==> config.mk <==
export PLATFORM = sky130hd
export DESIGN_NAME = dlx_ctrl_pipe
export DESIGN_NICKNAME = d
export VERILOG_FILES = /design/src/rtl/dlx_ctrl_pipe.sv
export SDC_FILE = /design/constraint.sdc
export NUM_CORES = 1
export LEC_CHECK = 0
export CAP_MARGIN = 20
export CORE_MARGIN = 3
export CORE_UTILIZATION = 45
export CTS_BUF_LIST = sky130_fd_sc_hd__clkbuf_16
export DETAILED_ROUTE_END_ITERATION = 6
export GPL_TIMING_DRIVEN = 0
export PLACE_DENSITY = 0.82
export SETUP_SLACK_MARGIN = 0.15
export SLEW_MARGIN = 5
export SYNTH_ARGS = -nofsm -noshare
export SYNTH_HDL_FRONTEND = slang
export SYNTH_SLANG_ARGS = --single-unit
==> constraint.sdc <==
create_clock -name clk_i -period 2.9 [get_ports clk_i]
set_clock_uncertainty 0.05 [all_clocks]
set_input_delay 0.58 -clock clk_i [delete_from_list [all_inputs] [get_ports clk_i]]
set_output_delay 0.58 -clock clk_i [all_outputs]
set_load 0.02 [all_outputs]
==> src/rtl/dlx_ctrl_pipe.sv <==
// dlx_ctrl_pipe: DLX control decode plus ID/EX, EX/MEM, MEM/WB control registers and RAW stall.
// Optional DLX_CTRL_FORWARD_EN adds fwd_a_o/fwd_b_o and limits stalls to load-use.
module dlx_ctrl_pipe #(
  parameter int                FUNC_W       = 6,
  parameter int                REG_AW       = 5,
  parameter int                LINK_REG     = 31,
  parameter logic [FUNC_W-1:0] DEFAULT_FUNC = 6'h22
) (
  input  logic              clk_i,
  input  logic              rst_i,
  input  logic [31:0]       inst_i,
  input  logic              inst_valid_i,
  input  logic              flush_i,
  output logic              stall_o,
  output logic [FUNC_W-1:0] ex_func_o,
  output logic              ex_imm_sel_o,
  output logic              ex_zero_ext_o,
  output logic [1:0]        ex_branch_o,
  output logic [1:0]        ex_jmp_o,
  output logic              ex_link_o,
  output logic              mem_wr_o,
  output logic              mem_rd_o,
  output logic [1:0]        mem_size_o,
  output logic              mem_signed_o,
  output logic              wb_reg_wr_o,
  output logic [REG_AW-1:0] wb_rd_o,
  output logic              wb_mem_to_reg_o,
  output logic              illegal_op_o
`ifdef DLX_CTRL_FORWARD_EN
  ,
  output logic [1:0]        fwd_a_o,
  output logic [1:0]        fwd_b_o
`endif
);

  typedef struct packed {
    logic [FUNC_W-1:0] func;
    logic              imm_sel;
    logic              zero_ext;
    logic [1:0]        branch;
    logic [1:0]        jmp;
    logic              link;
    logic              mem_wr;
    logic              mem_rd;
    logic [1:0]        mem_size;
    logic              mem_signed;
    logic              reg_wr;
    logic [REG_AW-1:0] rd;
    logic              mem_to_reg;
  } ex_ctrl_t;

  typedef struct packed {
    logic              mem_wr;
    logic              mem_rd;
    logic [1:0]        mem_size;
    logic              mem_signed;
    logic              reg_wr;
    logic [REG_AW-1:0] rd;
    logic              mem_to_reg;
  } mem_ctrl_t;

  typedef struct packed {
    logic              reg_wr;
    logic [REG_AW-1:0] rd;
    logic              mem_to_reg;
  } wb_ctrl_t;

  ex_ctrl_t  idex_q, idex_d;
  mem_ctrl_t exmem_q, exmem_d;
  wb_ctrl_t  memwb_q, memwb_d;
  logic      illegal_q, illegal_d;

  ex_ctrl_t          ctrl_bubble;
  ex_ctrl_t          dec;
  logic              dec_illegal;
  logic              reads_rs1;
  logic              reads_rs2;
  logic [5:0]        opcode;
  logic [REG_AW-1:0] rs1;
  logic [REG_AW-1:0] rs2;
  logic              ex_hit_a, ex_hit_b, mem_hit_a, mem_hit_b;
  logic              hazard;
  logic              raw_stall;
  logic              unused_inst;

  assign opcode      = inst_i[31:26];
  assign rs1         = REG_AW'(inst_i[25:21]);
  assign rs2         = REG_AW'(inst_i[20:16]);
  assign unused_inst = ^inst_i[10:6];

  always_comb begin
    ctrl_bubble      = '0;
    ctrl_bubble.func = DEFAULT_FUNC;
  end

  // Instruction decode; unknown opcodes fall through to a bubble.
  always_comb begin
    dec         = ctrl_bubble;
    dec_illegal = 1'b0;
    reads_rs1   = 1'b0;
    reads_rs2   = 1'b0;
    case (opcode)
      6'h00, 6'h01: begin
        dec.func   = FUNC_W'(inst_i[5:0]);
        dec.reg_wr = 1'b1;
        dec.rd     = REG_AW'(inst_i[15:11]);
        reads_rs1  = 1'b1;
        reads_rs2  = 1'b1;
      end
      6'h08, 6'h09, 6'h0A, 6'h0B, 6'h0C, 6'h0D, 6'h0E,
      6'h18, 6'h19, 6'h1A, 6'h1B, 6'h1C, 6'h1D: begin
        dec.func     = FUNC_W'(opcode + 6'h18);
        dec.imm_sel  = 1'b1;
        dec.zero_ext = (opcode == 6'h0C) || (opcode == 6'h0D) || (opcode == 6'h0E);
        dec.reg_wr   = 1'b1;
        dec.rd       = rs2;
        reads_rs1    = 1'b1;
      end
      6'h14, 6'h16, 6'h17: begin
        dec.func    = FUNC_W'(opcode - 6'h10);
        dec.imm_sel = 1'b1;
        dec.reg_wr  = 1'b1;
        dec.rd      = rs2;
        reads_rs1   = 1'b1;
      end
      6'h0F: begin
        dec.imm_sel = 1'b1;
        dec.reg_wr  = 1'b1;
        dec.rd      = rs2;
      end
      6'h20, 6'h21, 6'h23, 6'h24, 6'h25: begin
        dec.func       = FUNC_W'(6'h20);
        dec.imm_sel    = 1'b1;
        dec.mem_rd     = 1'b1;
        dec.mem_to_reg = 1'b1;
        dec.mem_size   = (opcode[1:0] == 2'b11) ? 2'b10 : {1'b0, opcode[0]};
        dec.mem_signed = ~opcode[2];
        dec.reg_wr     = 1'b1;
        dec.rd         = rs2;
        reads_rs1      = 1'b1;
      end
      6'h28, 6'h29, 6'h2B: begin
        dec.func     = FUNC_W'(6'h20);
        dec.imm_sel  = 1'b1;
        dec.mem_wr   = 1'b1;
        dec.mem_size = (opcode[1:0] == 2'b11) ? 2'b10 : {1'b0, opcode[0]};
        reads_rs1    = 1'b1;
        reads_rs2    = 1'b1;
      end
      6'h04, 6'h05: begin
        dec.branch = {opcode[0], 1'b1};
        reads_rs1  = 1'b1;
      end
      6'h02, 6'h03: begin
        dec.jmp    = 2'b01;
        dec.link   = opcode[0];
        dec.reg_wr = opcode[0];
        dec.rd     = opcode[0] ? REG_AW'(LINK_REG) : '0;
      end
      6'h12, 6'h13: begin
        dec.jmp    = 2'b11;
        dec.link   = opcode[0];
        dec.reg_wr = opcode[0];
        dec.rd     = opcode[0] ? REG_AW'(LINK_REG) : '0;
        reads_rs1  = 1'b1;
      end
      default: dec_illegal = 1'b1;
    endcase
    if (dec.rd == '0) dec.reg_wr = 1'b0;
  end

  assign ex_hit_a  = reads_rs1 && idex_q.reg_wr && (idex_q.rd != '0) && (idex_q.rd == rs1);
  assign ex_hit_b  = reads_rs2 && idex_q.reg_wr && (idex_q.rd != '0) && (idex_q.rd == rs2);
  assign mem_hit_a = reads_rs1 && exmem_q.reg_wr && (exmem_q.rd != '0) && (exmem_q.rd == rs1);
  assign mem_hit_b = reads_rs2 && exmem_q.reg_wr && (exmem_q.rd != '0) && (exmem_q.rd == rs2);

`ifdef DLX_CTRL_FORWARD_EN
  logic [1:0] fwd_a_q, fwd_b_q, fwd_a_d, fwd_b_d;

  assign hazard = idex_q.mem_rd && (ex_hit_a || ex_hit_b);

  // EX/MEM result is younger than MEM/WB, so it wins when both match.
  always_comb begin
    fwd_a_d = 2'b00;
    fwd_b_d = 2'b00;
    if (inst_valid_i && !flush_i && !raw_stall) begin
      fwd_a_d = ex_hit_a ? 2'b01 : (mem_hit_a ? 2'b10 : 2'b00);
      fwd_b_d = ex_hit_b ? 2'b01 : (mem_hit_b ? 2'b10 : 2'b00);
    end
  end

  always_ff @(posedge clk_i) begin
    if (rst_i) begin
      fwd_a_q <= 2'b00;
      fwd_b_q <= 2'b00;
    end else begin
      fwd_a_q <= fwd_a_d;
      fwd_b_q <= fwd_b_d;
    end
  end

  assign fwd_a_o = fwd_a_q;
  assign fwd_b_o = fwd_b_q;
`else
  assign hazard = ex_hit_a || ex_hit_b || mem_hit_a || mem_hit_b;
`endif

  assign raw_stall = inst_valid_i && hazard;
  // A flushed ID instruction is dead, so fetch must not hold it in IR.
  assign stall_o   = !rst_i && !flush_i && raw_stall;

  always_comb begin
    if (flush_i || raw_stall || !inst_valid_i) idex_d = ctrl_bubble;
    else                                       idex_d = dec;

    exmem_d.mem_wr     = idex_q.mem_wr;
    exmem_d.mem_rd     = idex_q.mem_rd;
    exmem_d.mem_size   = idex_q.mem_size;
    exmem_d.mem_signed = idex_q.mem_signed;
    exmem_d.reg_wr     = idex_q.reg_wr;
    exmem_d.rd         = idex_q.rd;
    exmem_d.mem_to_reg = idex_q.mem_to_reg;

    memwb_d.reg_wr     = exmem_q.reg_wr;
    memwb_d.rd         = exmem_q.rd;
    memwb_d.mem_to_reg = exmem_q.mem_to_reg;

    illegal_d = illegal_q || (inst_valid_i && !flush_i && dec_illegal);
  end

  always_ff @(posedge clk_i) begin
    if (rst_i) begin
      idex_q    <= ctrl_bubble;
      exmem_q   <= '0;
      memwb_q   <= '0;
      illegal_q <= 1'b0;
    end else begin
      idex_q    <= idex_d;
      exmem_q   <= exmem_d;
      memwb_q   <= memwb_d;
      illegal_q <= illegal_d;
    end
  end

  assign ex_func_o       = idex_q.func;
  assign ex_imm_sel_o    = idex_q.imm_sel;
  assign ex_zero_ext_o   = idex_q.zero_ext;
  assign ex_branch_o     = idex_q.branch;
  assign ex_jmp_o        = idex_q.jmp;
  assign ex_link_o       = idex_q.link;
  assign mem_wr_o        = exmem_q.mem_wr;
  assign mem_rd_o        = exmem_q.mem_rd;
  assign mem_size_o      = exmem_q.mem_size;
  assign mem_signed_o    = exmem_q.mem_signed;
  assign wb_reg_wr_o     = memwb_q.reg_wr;
  assign wb_rd_o         = memwb_q.rd;
  assign wb_mem_to_reg_o = memwb_q.mem_to_reg;
  assign illegal_op_o    = illegal_q;

endmodule

==> results.cfg, run 1 <==
[place]
place.detailed.hpwl_mm = 3.59
place_congestion = 0.859
io_buffers = 55

[floorplanning]
die_w_um = 73.1
rows = 23
dieArea_um2 = 5340
fp.dieH_um = 73.1
fp.coreArea_um2 = 4170
start_util = 0.485
ios = 63

[pwr]
worst_ir_drop_vdd_mv = 0.324
power_mw = 1.34
p_leak_nw = 1.14
powerDensity_nw_per_um2 = 447

[timing]
fin_hold_ws_ns = 0.384
fmax_ghz = 0.368
worst_slew_pin_slew_ns = 1.04
rsz0062_at_grt = false
setup_viol = 0
hold_viol = 0
slew_headroom = 0.299
slew_violations = 0
finalCriticalPeriod_ns = 2.72
fin_crit_sh = 0.937

[synth]
synth_seq_cells = 43
synth_cells = 219
yosysSeqAreaShare = 0.425
async_flop_share = 0
synth_top_area_frac = 0.425
synth_edf_count = 0
ys_warn_count = 0
synth_top_area_cell = dfxtp_1
synth_nets = 259
synth_area_per_cell_um2 = 9.24
synth_area_leaders = dfxtp_1 (43%), xnor2_1 (8.7%), nor2b_1 (6.8%), nor2_1 (3.9%), a221oi_1 (2.6%)
synth_area_um2 = 2020
yosysUniqueCellTypes = 45
synth-main-ff-cell = dfxtp_1

[routing]
route.antenna.remaining_nets = 0
wl_per_cell_um = 15.7
initialDrtViolationCount = 104
vias = 1881
vias_per_cell = 5.52
dr.pass1.iters = 4
post-route-drc-count = 0
wl_mm = 5.35

[clock_network]
cts_buffers = 5
cts_tree = done
root_buffer = clkbuf_16
clock_latency_ns = 0.28
ctsHoldBuffers = 0
clk_path_buf_depth = 2
path_clk_slew_ns = 0.06
cts.sinks = 43
h-tree-depth = 2

[worst_setup_path]
crit_arrival_ns = 2.09
critPathTopFamily = buffers and inverters
critPathLaunchType = input port
cp_slowest_cell = clkdlybuf4s50_1
path_buf_inv = 3
critPathCaptureType = output pin
crit_fanout = 6
crit_required_ns = 2.27
crit_top_cell = buf_6
cp_cell_sequence = clkdlybuf4s50_1 > buf_6 > nand4b_1 > nor4_4 > nor2_1 > a21oi_2 > buf_6
worst_path_largest_cell_delay_ns = 0.44
crit_type = in2out

[grt]
globalRouteOverflowTotal = 0
grt_use_total = 0.193
grt_pass1_wl_mm = 8.05
grt_start_max_net_pins = 14
grt_pass1_vias = 1758
antenna_found_initial = 0

[layout]
mostFrequentLayoutCells = dfxtp_1 (43), clkdlybuf4s50_1 (42), nor2_1 (20), xnor2_1 (20), nor2b_1 (19)
layout_commonest_cell = dfxtp_1
drive_above_1_share = 0.199
antennaDiodeCount = 0
final_core_util = 0.716
nets = 330
area.growth.synth_to_final_pct = 47.7

[outcome]
status = complete, no violations

[run]
timing.max_cap.violations = 0

[hold_path]
hold_path.class = reg2reg
## cells in the mapped netlist, types with 2 or more instances
cell,instances
buf_4,2
nor2_1,21
nand2b_1,3
a221oi_1,6
a211oi_1,3
dfxtp_1,43
inv_1,7
buf_6,2
o21ai_0,5
or3_1,2
a22oi_1,2
a21oi_1,7
nor3_2,3
xnor2_1,20
nor2b_1,22
a2bb2oi_1,2
and3_1,2
nand4b_1,2
nor4_1,4
nand2_1,11
ha_1,4
clkbuf_1,5
nor3_1,8
nand4_1,2
buf_2,5
or4_1,3
nand3_1,5
## registers in the layout, summed over array words and instances, names as in the netlist
signal and cells:
ex_branch_o 2, ex_func_o 6, ex_imm_sel_o 1, ex_jmp_o 2, ex_link_o 1, ex_zero_ext_o 1
exmem_d 11, exmem_q 7, illegal_op_o 1, mem_signed_o 1, mem_size_o 2, mem_wr_o 1
wb_mem_to_reg_o 1, wb_rd_o 5, wb_reg_wr_o 1
## kinds of logic (layout without fill, tap and decap cells)
kind of cell,Yosys count,after routing,share of synthesized area
AND/OR/NAND/NOR,94,94,0.267
flip-flops,43,43,0.425
AO/OA/AOI/OAI,35,35,0.137
buffers and inverters,22,94,0.0550
XOR/XNOR,21,21,0.0909
adder cells (fa/ha/maj),4,4,0.0247
## worst paths after layout
path                   endpoint  slack, ns        from  cells past startpoint
hold reg to reg   mem_size_o[1]       0.38  exmem_d[9]                      1
setup / recovery        stall_o       0.18  inst_i[28]                      7
hold / removal    mem_size_o[1]       0.38  exmem_d[9]                      1
setup reg to reg   ex_func_o[5]       0.50  exmem_q[2]                      7
## what timing repair did
item                                    4_1_cts  5_1_grt
endpoints found under the hold margin         0        0
gates resized for setup                      34       27
buffers inserted                              4        5
pin swaps                                     6       10
endpoints found under the setup margin        3        1
## power by group
| group | switching, mW | internal, mW | total [mW] |
|---|---|---|---|
| Combinational | 0.105 | 0.0951 | 0.200 |
| Sequential | 0.00494 | 0.597 | 0.602 |
| Clock | 0.220 | 0.314 | 0.534 |
## area by class of cell
cell class / instances / area, um^2
buffer: 15 / 101
clock buffer: 5 / 125
clock inverter: 3 / 16.3
fill: 316 / 1180
inverter: 7 / 28.8
multi-input combinational: 154 / 1180
sequential: 43 / 861
tap: 50 / 62.6
timing repair buffer: 64 / 617
## stage by stage
stage / cell area, um^2 / cells / TNS (ns) / setup slack (ns)
after floorplan: 2020 / 219 / 0 / 0.215
after global placement: 2640 / 324 / -2.45 / -0.925
after detailed placement: 2640 / 324 / -2.47 / -0.888
after CTS: 2890 / 336 / 0 / 0.152
after global routing: 2990 / 341 / 0 / 0.119
final: 2990 / 341 / 0 / 0.184
## metal layers
metal | up-vias | global-route usage | routed length (um)
met5 | - | 0 | 0
met4 | 0 | 0.0779 | 71
met3 | 8 | 0.0399 | 468
met2 | 95 | 0.310 | 2490
met1 | 881 | 0.252 | 2320
li1 | 897 | - | -
No activity file was read; power rests on OpenSTA's default activity.
==> run 2, diff against run 1 <==
Settings changed: CORE_ASPECT_RATIO set to 0.75, CORE_MARGIN 3 to unset.
==> run 2 against run 1 <==
Compared with the run above:
- die area decreased by 11%
- non-clock buffer count unchanged
- hold slack improved by 0.00081 ns
- sequential share of layout area increased by 0.18 points
- utilization decreased by 0.56 points
- first-iteration DRC count increased by 20%
- cell area decreased by 0.63%
- fmax about the same
- clock power increased by 16%
- global-route usage increased by 4.2 points
==> results.cfg, run 2 (synthesis results as in run 1) <==
[layout]
post-route-cell-area_um2 = 2970
fillers = 347
antennaDiodeCount = 0
mostFrequentLayoutCells = dfxtp_1 (43), clkdlybuf4s50_1 (42), nor2_1 (20), xnor2_1 (20), nor2b_1 (19)
nets = 330
drive_above_1_share = 0.189
layout_commonest_cell = dfxtp_1
largest_reg_flops = 11
area.growth.synth_to_final_pct = 46.7
final_core_util = 0.711

[grt]
grt_pass1_vias = 1705
grt_use_total = 0.235
grt_pass1_wl_mm = 8.36
globalRouteOverflowTotal = 0
antenna_found_initial = 0
grt_start_max_net_pins = 14

[clock_network]
clock_latency_ns = 0.28
cts_buffers = 5
h-tree-depth = 2
path_clk_slew_ns = 0.06
cts_tree = done
root_buffer = clkbuf_16
clk_path_buf_depth = 2
cts.sinks = 43

[routing]
route.antenna.remaining_nets = 0
wl_per_cell_um = 15.2
wl_mm = 5.27
vias_per_cell = 5.33
initialDrtViolationCount = 125
dr.pass1.iters = 4
vias = 1844
post-route-drc-count = 0

[timing]
finalCriticalPeriod_ns = 2.72
setup_viol = 0
worst_slew_pin_slew_ns = 0.622
hold_viol = 0
fin_crit_sh = 0.938
setup_ws_ns = 0.181
slew_violations = 0
setup_tns_ns = 0
slew_headroom = 0.581
fmax_ghz = 0.368
rsz0062_at_grt = false
fin_hold_ws_ns = 0.385

[floorplanning]
die_w_um = 79.5
dieArea_um2 = 4770
fp.coreArea_um2 = 4180
fp.dieH_um = 60.1
ios = 63
start_util = 0.484
rows = 20

[worst_setup_path]
crit_arrival_ns = 2.09
crit_type = in2out
r2r_cells = 7
rrSetupSlack_ns = 0.60
r2r_start = exmem_q[2]
critPathLaunchType = input port
crit_fanout = 2
crit_required_ns = 2.27
critPathCaptureType = output pin
timing.rr.end = ex_func_o[5]

[hold_path]
hold_end = mem_wr_o
hold_path.class = reg2reg
min_from = exmem_d[11]
hold_path_depth = 1

[place]
io_buffers = 55
place_ws_ns = -1.02
post_dp_cell_area_um2 = 2640
place_congestion = 0.899
place.detailed.hpwl_mm = 3.72

[pwr]
p_comb_frac = 0.138
seqPwrFrac = 0.426
p_switching_uw = 325
worst_ir_drop_vdd_mv = 0.327
switching_share = 0.230
internal_power_mw = 1.09
p_leak_nw = 1.13
powerDensity_nw_per_um2 = 476
pwr-share-clk = 0.436

[run]
timing.max_cap.violations = 0

[outcome]
status = complete, no violations
==> run 2: critical path, cell delays in order <==
cell and delay [ns]:
clkdlybuf4s50_1 0.51, xnor2_1 0.14, nand4_1 0.13, nor3_2 0.25, o32ai_4 0.15, a21oi_2 0.19, buf_6 0.14
==> run 2: routing by layer <==
metal | vias to the layer above | routed length, um | GRT usage
met3 | 4 | 381 | 0.0565
met5 | - | 0 | 0
met4 | 0 | 40 | 0.0831
li1 | 910 | - | -
met1 | 852 | 2510 | 0.327
met2 | 78 | 2340 | 0.354
==> run 2: through the flow <==
stage,power [mW],cells
after global routing,1.47,346
after floorplan,0.714,219
final,1.41,346
after detailed placement,0.793,329
after CTS,1.41,341
after global placement,0.790,329
==> run 2: area by class of cell <==
type                    count  area, um^2  area share
inverters                   7        26.3     0.00885
well taps                  55        68.8      0.0232
clock buffers               5         125      0.0421
flip-flops and latches     43         861       0.290
repair buffers             64         611       0.206
plain buffers              15        98.8      0.0333
clock inverters             3        38.8      0.0131
multi-input cells         154        1140       0.384
==> run 2: worst max path at each step <==
stage	cells after the start	to	slack, ns	from
after floorplan	7	stall_o	0.22	inst_i[31]
after global placement	9	stall_o	-1.01	inst_i[31]
after detailed placement	9	stall_o	-1.02	inst_i[31]
after CTS	7	stall_o	0.15	inst_i[28]
after global routing	7	stall_o	0.14	inst_i[23]
final	7	stall_o	0.18	inst_i[23]
==> run 2: what timing repair did <==
item,4_1_cts,5_1_grt
setup endpoints to repair,17,1
cloned,0,1
hold buffers,0,0
pin swaps,7,9
buffers inserted,4,3
resized for setup,36,14
==> run 2: power by group through the flow <==
stage | sequential [mW] | clock [mW] | combinational [mW]
6_report | 0.602 | 0.618 | 0.195
3_5_place_dp | 0.615 | 0 | 0.178
5_1_grt | 0.603 | 0.657 | 0.211
2_1_floorplan | 0.619 | 0 | 0.0956
4_1_cts | 0.602 | 0.622 | 0.189
3_3_place_gp | 0.615 | 0 | 0.175
==> run 3, diff against run 2 <==
Settings changed: DONT_BUFFER_PORTS set to 1, PLACE_DENSITY 0.82 to 0.64.
Clock period 2.9 ns to 3.25 ns, I/O delays scaled along.
==> run 3 against run 2 <==
Compared with the run above:
- register-to-register slack improved by 0.60 ns
- sequential power is 10% lower
- combinational power down 46%
- sequential share of layout area grew 9.2 points
- first-iteration DRC count fell by 4.8%
- flip-flop and latch count unchanged
- via count decreased by 16%
- routed wire length decreased by 16%
- hold slack better by 0.00071 ns
- count of clock-buffer cells in the layout unchanged
- critical path type unchanged
==> results.cfg, run 3 (synthesis results as in run 1) <==
[outcome]
status = complete, no violations

[pwr]
worst_ir_drop_vdd_mv = 0.275
powerDensity_nw_per_um2 = 496
p_leak_nw = 0.786

[worst_setup_path]
critPathTopFamily = compound AO/OA/AOI/OAI gates
r2r_start = exmem_d[2]
path_buf_inv = 2
timing.rr.end = ex_func_o[5]
crit_type = in2out
cp_slowest_cell = a21oi_2
rrSetupSlack_ns = 1.20
crit_required_ns = 2.55
r2r_cells = 6
worst_path_largest_cell_delay_ns = 0.32
cp_cell_sequence = inv_1 > ha_1 > buf_2 > nor2b_1 > o21ai_2 > a211oi_2 > o32ai_4 > a21oi_2
critPathCaptureType = output pin
crit_arrival_ns = 2.18
critPathLaunchType = input port
crit_fanout = 9

[layout]
layout_commonest_cell = dfxtp_1
mostFrequentLayoutCells = dfxtp_1 (43), nor2b_1 (22), nor2_1 (21)
nets = 267
area.growth.synth_to_final_pct = 11.5
largest_reg_flops = 11
drive_above_1_share = 0.140
antennaDiodeCount = 0
post-route-cell-area_um2 = 2260

[timing]
slew_violations = 0
finalCriticalPeriod_ns = 2.88
setup_tns_ns = 0
worst_slew_pin_slew_ns = 0.660
fmax_ghz = 0.347
hold_viol = 0
rsz0062_at_grt = false
setup_viol = 0
slew_headroom = 0.556
fin_crit_sh = 0.888

[place]
place.detailed.hpwl_mm = 3.35
io_buffers = 0
post_dp_cell_area_um2 = 2090
place_congestion = 0.830

[routing]
vias_per_cell = 5.47
initialDrtViolationCount = 119
dr.pass1.iters = 4
route.antenna.remaining_nets = 0
vias = 1547
wl_mm = 4.43
post-route-drc-count = 0
wl_per_cell_um = 15.7

[hold_path]
hold_path.class = reg2reg
hold_end = mem_wr_o
hold_path_depth = 1
min_from = exmem_d[11]

[floorplanning]
fp.coreArea_um2 = 4180
start_util = 0.484
rows = 20
ios = 63
dieArea_um2 = 4770
die_w_um = 79.5
fp.dieH_um = 60.1

[clock_network]
postCtsSetupBuffers = 0
cts.sinks = 43
clk_path_buf_depth = 2
path_clk_slew_ns = 0.06
cts_tree = done
root_buffer = clkbuf_16
clock_latency_ns = 0.28
h-tree-depth = 2
cts_buffers = 5

[grt]
globalRouteOverflowTotal = 0
antenna_found_initial = 0
grt_start_max_net_pins = 14
grt_pass1_wl_mm = 7.24
grt_use_total = 0.205
grt_pass1_vias = 1413

[run]
timing.max_cap.violations = 0
run 3: metrics by stage:
step	std cells	hold slack, ns	worst slack, ns	power [mW]	utilization
final	283	0.386	0.365	1.12	0.540
after global routing	283	0.409	0.218	1.17	0.540
after CTS	282	0.392	0.169	1.13	0.535
after detailed placement	274	0.377	0.169	0.657	0.501
after global placement	274	0.373	0.150	0.657	0.501
after floorplan	219	0.364	0.425	0.638	-
run 3: worst max-delay path by stage:
stage | slack (ns) | cells after the start | end | start
floorplan | 0.43 | 7 | stall_o | inst_i[31]
detailed placement | 0.17 | 7 | stall_o | inst_i[31]
CTS | 0.17 | 7 | stall_o | inst_i[31]
global placement | 0.15 | 7 | stall_o | inst_i[31]
finish | 0.37 | 8 | stall_o | inst_i[30]
global route | 0.22 | 8 | stall_o | inst_i[30]
run 3: layout make-up:
cell class,count,area (um^2)
Buffer,15,86.3
Clock buffer,5,125
Clock inverter,3,16.3
Fill cell,390,1920
Inverter,7,26.3
Multi-Input combinational cell,154,1070
Sequential cell,43,861
Tap cell,55,68.8
Timing Repair Buffer,1,5.00
run 3: what timing repair did:
item	CTS	global route
hold buffers	0	0
endpoints found under the setup margin	0	1
gates resized for setup	0	5
run 3: where the power goes:
part	total, mW	internal [mW]	leakage [nW]	switching [mW]
clock	0.471	0.280	0.0710	0.192
sequential	0.542	0.533	0.347	0.00902
combinational	0.106	0.0441	0.367	0.0615
total	1.12	0.857	0.786	0.262
run 3: metal layers:
metal  wire [um]  GRT usage  up-vias  part of all wire
met5           0          0        -                 0
met4          37     0.0623        0            0.0083
met3         479     0.0718        4              0.11
met2        1640      0.255       70              0.37
met1        2270      0.315      697              0.51
li1            -          -      776                 -
